`src/rtl/vmp_pkg.sv`:
```
// Shared types and helpers for the vector memory master: element sizes,
// FSM states and the size-to-byte-enable mapping.
package vmp_pkg;

    typedef enum logic [1:0] {
        SZ_BYTE = 2'd0,
        SZ_HALF = 2'd1,
        SZ_WORD = 2'd2
    } vmp_size_t;

    typedef enum logic [1:0] {
        IDLE  = 2'd0,
        ISSUE = 2'd1,
        DRAIN = 2'd2,
        DONE  = 2'd3
    } vmp_state_t;

    localparam logic [3:0] BE_BYTE = 4'b0001;
    localparam logic [3:0] BE_HALF = 4'b0011;
    localparam logic [3:0] BE_WORD = 4'b1111;

    function automatic logic [3:0] size_to_be(input vmp_size_t sz);
        case (sz)
            SZ_BYTE: return BE_BYTE;
            SZ_HALF: return BE_HALF;
            default: return BE_WORD;
        endcase
    endfunction

    // The raw encoding 3 has no size of its own and behaves as a word.
    function automatic vmp_size_t decode_size(input logic [1:0] raw);
        if (raw == 2'd3) begin
            return SZ_WORD;
        end
        return vmp_size_t'(raw);
    endfunction

endpackage

```
`src/rtl/vmp_addr_gen.sv`:
```
// Element address accumulator: loads the base on accept and adds the stride
// once per issued element, wrapping silently at the address width.
module vmp_addr_gen #(
    parameter int ADDR_W = 18,
    parameter int IDX_W  = 3
) (
    input  logic              clock,
    input  logic              reset,
    input  logic              load,
    input  logic              advance,
    input  logic [ADDR_W-1:0] base,
    input  logic [ADDR_W-1:0] stride,
    output logic [ADDR_W-1:0] address,
    output logic [IDX_W-1:0]  index
);

    logic [ADDR_W-1:0] acc;
    logic [IDX_W-1:0]  idx;

    always_ff @(posedge clock) begin
        if (reset) begin
            acc <= '0;
            idx <= '0;
        end else if (load) begin
            acc <= base;
            idx <= '0;
        end else if (advance) begin
            acc <= acc + stride;
            idx <= idx + IDX_W'(1);
        end
    end

    assign address = acc;
    assign index   = idx;

endmodule

```
`src/rtl/vec_mem_master.sv`:
```
// Vector load/store sequencer on one RAM port: one element per cycle, loads
// gathered into a lane-packed result. Optional macro VMP_SIGN_EXT_EN adds cmd_signed.
module vec_mem_master
    import vmp_pkg::*;
#(
    parameter int LANES  = 8,
    parameter int ADDR_W = 18,
    parameter int DATA_W = 32,
    parameter int RD_LAT = 1
) (
    input  logic                       clock,
    input  logic                       reset,
    input  logic                       cmd_valid,
    output logic                       cmd_ready,
    input  logic                       cmd_write,
    input  logic [ADDR_W-1:0]          cmd_base,
    input  logic [ADDR_W-1:0]          cmd_stride,
    input  logic [1:0]                 cmd_size,
    input  logic [$clog2(LANES+1)-1:0] cmd_count,
    input  logic [LANES*DATA_W-1:0]    cmd_wdata,
`ifdef VMP_SIGN_EXT_EN
    input  logic                       cmd_signed,
`endif
    output logic [LANES*DATA_W-1:0]    ld_data,
    output logic                       busy,
    output logic                       done,
    output logic [ADDR_W-1:0]          mem_address,
    output logic [DATA_W-1:0]          mem_data_in,
    output logic [3:0]                 mem_byte_enablers,
    output logic                       mem_write_enable,
    input  logic [DATA_W-1:0]          mem_data_out
);

    localparam int CNT_W  = $clog2(LANES + 1);
    localparam int LANE_W = (LANES > 1) ? $clog2(LANES) : 1;

    vmp_state_t          state;
    vmp_state_t          next_state;
    logic                write_q;
    vmp_size_t           size_q;
    logic [CNT_W-1:0]    count_q;
    logic [LANES*DATA_W-1:0] wdata_q;
    logic                ext_signed;
    logic                accept;
    logic                issuing;
    logic                last_issue;
    logic                last_capture;
    logic [CNT_W-1:0]    clamped_count;
    logic [ADDR_W-1:0]   elem_addr;
    logic [LANE_W-1:0]   issue_lane;
    logic [RD_LAT-1:0]   pipe_valid;
    logic [LANE_W-1:0]   pipe_lane [RD_LAT];
    logic                rd_valid;
    logic [LANE_W-1:0]   rd_lane;

    // Handshake: a command transfers on a rising edge where cmd_valid and
    // cmd_ready are both high; cmd_ready is high only in IDLE, so offers made
    // while busy are simply not taken and nothing is queued.
    assign accept        = cmd_valid && cmd_ready;
    assign clamped_count = (cmd_count > CNT_W'(LANES)) ? CNT_W'(LANES) : cmd_count;
    assign issuing       = (state == ISSUE);
    assign last_issue    = issuing && (CNT_W'(issue_lane) == count_q - CNT_W'(1));
    assign rd_valid      = pipe_valid[RD_LAT-1];
    assign rd_lane       = pipe_lane[RD_LAT-1];
    assign last_capture  = (state == DRAIN) && rd_valid &&
                           (CNT_W'(rd_lane) == count_q - CNT_W'(1));

    vmp_addr_gen #(
        .ADDR_W (ADDR_W),
        .IDX_W  (LANE_W)
    ) u_addr_gen (
        .clock   (clock),
        .reset   (reset),
        .load    (accept),
        .advance (issuing),
        .base    (cmd_base),
        .stride  (cmd_stride),
        .address (elem_addr),
        .index   (issue_lane)
    );

    function automatic logic [DATA_W-1:0] extend(input logic [DATA_W-1:0] d,
                                                 input vmp_size_t sz,
                                                 input logic sgn);
        case (sz)
            SZ_BYTE: return {{(DATA_W-8){sgn & d[7]}}, d[7:0]};
            SZ_HALF: return {{(DATA_W-16){sgn & d[15]}}, d[15:0]};
            default: return d;
        endcase
    endfunction

    always_ff @(posedge clock) begin
        if (reset) begin
            state <= IDLE;
        end else begin
            state <= next_state;
        end
    end

    always_comb begin
        next_state = state;
        case (state)
            IDLE: begin
                if (accept) begin
                    next_state = (clamped_count == '0) ? DONE : ISSUE;
                end
            end
            ISSUE: begin
                if (last_issue) begin
                    next_state = write_q ? DONE : DRAIN;
                end
            end
            DRAIN: begin
                if (last_capture) begin
                    next_state = DONE;
                end
            end
            DONE: next_state = IDLE;
            default: next_state = IDLE;
        endcase
    end

    assign cmd_ready = (state == IDLE);
    assign busy      = (state != IDLE);
    assign done      = (state == DONE);

    always_comb begin
        mem_address       = '0;
        mem_byte_enablers = '0;
        mem_data_in       = '0;
        mem_write_enable  = 1'b0;
        if (issuing) begin
            mem_address       = elem_addr;
            mem_byte_enablers = size_to_be(size_q);
            if (write_q) begin
                mem_data_in      = wdata_q[issue_lane*DATA_W +: DATA_W];
                mem_write_enable = !reset;
            end
        end
    end

    always_ff @(posedge clock) begin
        if (reset) begin
            write_q <= 1'b0;
            size_q  <= SZ_BYTE;
            count_q <= '0;
            wdata_q <= '0;
        end else if (accept) begin
            write_q <= cmd_write;
            size_q  <= decode_size(cmd_size);
            count_q <= clamped_count;
            wdata_q <= cmd_wdata;
        end
    end

`ifdef VMP_SIGN_EXT_EN
    logic signed_q;

    always_ff @(posedge clock) begin
        if (reset) begin
            signed_q <= 1'b0;
        end else if (accept) begin
            signed_q <= cmd_signed;
        end
    end

    assign ext_signed = signed_q;
`else
    assign ext_signed = 1'b0;
`endif

    // Each issued read carries its lane number down a pipe matching the RAM latency.
    always_ff @(posedge clock) begin
        if (reset) begin
            pipe_valid <= '0;
            for (int k = 0; k < RD_LAT; k++) begin
                pipe_lane[k] <= '0;
            end
        end else begin
            pipe_valid[0] <= issuing && !write_q;
            pipe_lane[0]  <= issue_lane;
            for (int k = 1; k < RD_LAT; k++) begin
                pipe_valid[k] <= pipe_valid[k-1];
                pipe_lane[k]  <= pipe_lane[k-1];
            end
        end
    end

    always_ff @(posedge clock) begin
        if (reset) begin
            ld_data <= '0;
        end else if (accept && !cmd_write) begin
            ld_data <= '0;
        end else if (rd_valid) begin
            ld_data[rd_lane*DATA_W +: DATA_W] <= extend(mem_data_out, size_q, ext_signed);
        end
    end

endmodule
```
`config.mk`:
```
export PLATFORM = sky130hd
export DESIGN_NAME = vec_mem_master
export DESIGN_NICKNAME = d
export VERILOG_FILES = /design/src/rtl/vmp_pkg.sv /design/src/rtl/vmp_addr_gen.sv /design/src/rtl/vec_mem_master.sv
export SDC_FILE = /design/constraint.sdc
export NUM_CORES = 1
export LEC_CHECK = 0
export CAP_MARGIN = 20
export CORE_AREA = 2 2 255 257
export CTS_BUF_LIST = sky130_fd_sc_hd__clkbuf_4 sky130_fd_sc_hd__clkbuf_8
export CTS_CLUSTER_DIAMETER = 200
export DETAILED_ROUTE_END_ITERATION = 16
export DIE_AREA = 0 0 257 259
export SYNTH_ARGS = -nofsm -noshare
export SYNTH_HDL_FRONTEND = slang
export SYNTH_SLANG_ARGS = --single-unit
```
`constraint.sdc`:
```
create_clock -name clock -period 7.45 [get_ports clock]
set_input_delay 1.49 -clock clock [delete_from_list [all_inputs] [get_ports clock]]
set_output_delay 1.49 -clock clock [all_outputs]
set_load 0.01 [all_outputs]
```
==> flow_summary_export.csv <==
group,metric,value,unit
clocking,clk_latency,700,ps
drt,remaining_drc_errors,0,
critical_path,crit_type,"reg2out",
timing,worst_slew_pin_slew,1206,ps
layout,drive_gt1_frac,0.08001,
clocking,path_clk_slew,60,ps
timing,min_period,5014,ps
global_route,grt_pass1_wl,125.0,mm
drt,dr.pass1.iters,8,
yosys,synth_async_sr_flop_share,0,
clocking,cts_resized,0,
clocking,cts.sinks,546,
yosys,synth_area,22200,um2
clocking,root_buffer,"clkbuf_8",
timing,final.period_utilization,0.6730,
layout,final_cells,4212,
drt,via_per_inst,5.081,
critical_path,setup.worst_path.end_class,"output port",
global_route,grt_overflow,0,
drt,num_vias,21400,
floorplanning,fp-row-count,93,
layout,ff_latch_area,10940,um2
drt,wirelength,85.10,mm
timing,rsz0062_at_grt,"no",
yosys,yosys_register_bits,546,
yosys,synthFlopType,"dfxtp_1",
flow_run,max_cap_viol_count,0,
yosys,post_synth.cell_area_avg,8.130,um2
timing,clock_skew,48.16,ps
timing,slew_headroom,0.1957,
yosys,yosys.cell_types.count,47,
clocking,cts_buffer_depth,3,
timing,finalSetupViolations,0,
floorplanning,initial_core_util,0.3476,
yosys,synth_area_leaders,"dfxtp_1 49%, a21oi_1 12%, nand2_1 11%",
power_and_ir_drop,power,8.249,mW
global_route,grt_max_degree,249,
clocking,numCtsBuffers,95,
place,place_area,29080,um2
power_and_ir_drop,power_density,264.2,nW/um2
layout,fin_nets,3633,
layout,multi_input_area,10390,um2
timing,max_clock_freq,0.1995,GHz
yosys,synth_fp_nets,3091,
yosys,yosysTopAreaCellShare,0.4923,
drt,wl_per_cell,20.20,um
floorplanning,io_pins,648,
worst_hold_path,hp-class,"reg2reg",
power_and_ir_drop,ir_drop,0.0002656,V
global_route,antenna_found_initial,38,
place,hpwl,60.72,mm
global_route,grt_pass1_vias,20680,
layout,syn_to_final_growth,40.65,%
layout,fin_area,31230,um2
global_route,grt_usage,0.2445,
critical_path,arrival,3520,ps
clocking,cts_tree,"built",
run_status,outcome,"completed",
yosys,synth_edf_count,0,
floorplanning,core,63880,um2
place,gp_congestion,0.9111,
yosys,seq_area_frac_synth,0.4923,
timing,slew_violations,0,
power_and_ir_drop,p_leak,10.88,nW
floorplanning,dieWidth,257,um
clocking,htree_num_levels,3,
critical_path,cp_data_required_time,5960,ps
critical_path,startpoint_type,"register",
floorplanning,die-area,66560,um2
place,dp.cells,4025,
timing,hold_viol_final,0,
floorplanning,dieHeight,259,um
drt,postRouteAntennaNets,0,
critical_path,cp_max_fo,36,
yosys,synth_cells,2731,
layout,fillCellCount,6121,
yosys,yosys_warnings,0,
yosys,yosysTopAreaCell,"dfxtp_1",
place,port_buffers,647,
clocking,post_cts_buffers,0,
drt,first_iter_violations,1743,
timing,finalSetupTns,0,ps
clocking,cts_hold_buf,0,
[stage by stage]
stage               hold slack [ps]  setup WS [ps]  utilization
finish                        450.6           2436       0.4888
global route                  464.5           2168       0.4887
CTS                           451.7           2295       0.4863
detailed placement            443.1           3043       0.4551
global placement              438.4           3029       0.4551
floorplan                     422.2           3636            -
[layer usage]
metal / wire length [um] / global-route usage
met1: 33600 / 0.2854
met2: 39940 / 0.3982
met3: 6928 / 0.07889
met4: 4392 / 0.1352
met5: 231 / 0
[cell families (layout without fill, tap and decap cells)]
family,Yosys count,in the layout,synth area share
DFF,546,546,0.4923
adders and majority gates,26,26,0.01499
other,0,20,0
muxes,117,117,0.08881
buffers and inverters,236,842,0.04131
and+or+nand+nor,1200,1200,0.2174
xor gates and xnor gates,23,23,0.009412
AOI/OAI and AO/OA,583,583,0.1358
[power by group]
part | internal (mW) | switching (mW) | leakage (nW) | total [mW]
combinational | 0.789 | 1.19 | 5.40 | 1.97
clock | 1.61 | 1.26 | 1.05 | 2.88
sequential | 3.20 | 0.201 | 4.44 | 3.40
[state kept, by name, indices dropped and copies added, names as in the netlist]
signal              flops
ld_data               256
u_addr_gen.index        3
state                   2
wdata_q               256
size_q                  2
pipe_lane               3
pipe_valid              1
write_q                 1
count_q                 4
u_addr_gen.address     18
[critical path, stage by stage, from the launching register on]
cell and delay, ps:
dfxtp_4 760, buf_4 680, mux4_2 580, mux2i_1 150
nor2_1 60, clkdlybuf4s50_1 580
[cells in the mapped netlist, types with 18 or more instances]
master,number
mux2i_1,53
and2_1,20
clkbuf_1,196
a21oi_1,533
ha_1,25
nor3_1,44
nand2_1,652
dfxtp_1,546
nor2_1,389
buf_1,18
mux4_2,64
nand3_1,39
[path summary, 6_finish.rpt]
check	from	slack, ps	to	depth (start not counted)
setup / recovery	u_addr_gen.index[0]	2440	mem_data_in[25]	5
hold / removal	wdata_q[200]	450	wdata_q[200]	2
setup reg to reg	pipe_lane[0][0]	3750	ld_data[208]	9
hold reg to reg	wdata_q[200]	450	wdata_q[200]	2
[final cells by class]
class                   count  area share
diodes                     20    0.001603
multi-input cells        1949      0.3326
clock buffers             147     0.05918
well taps                 855     0.03426
flip-flops and latches    546      0.3503
clock inverters            14    0.004487
inverters                  13    0.001563
repair buffers            668      0.2160
[placed cells by master, fill, tap and decap left out, types with 28 or more instances in the layout]
cell and count:
clkdlybuf4s50_1 646, dfxtp_1 543, nand2_1 651, nand3_1 39
a21oi_1 533, nor3_1 44, clkbuf_8 120, mux4_2 64
clkbuf_4 28, nor2_1 387, mux2i_1 53
Note: power is estimated with default switching activity, not from simulation.
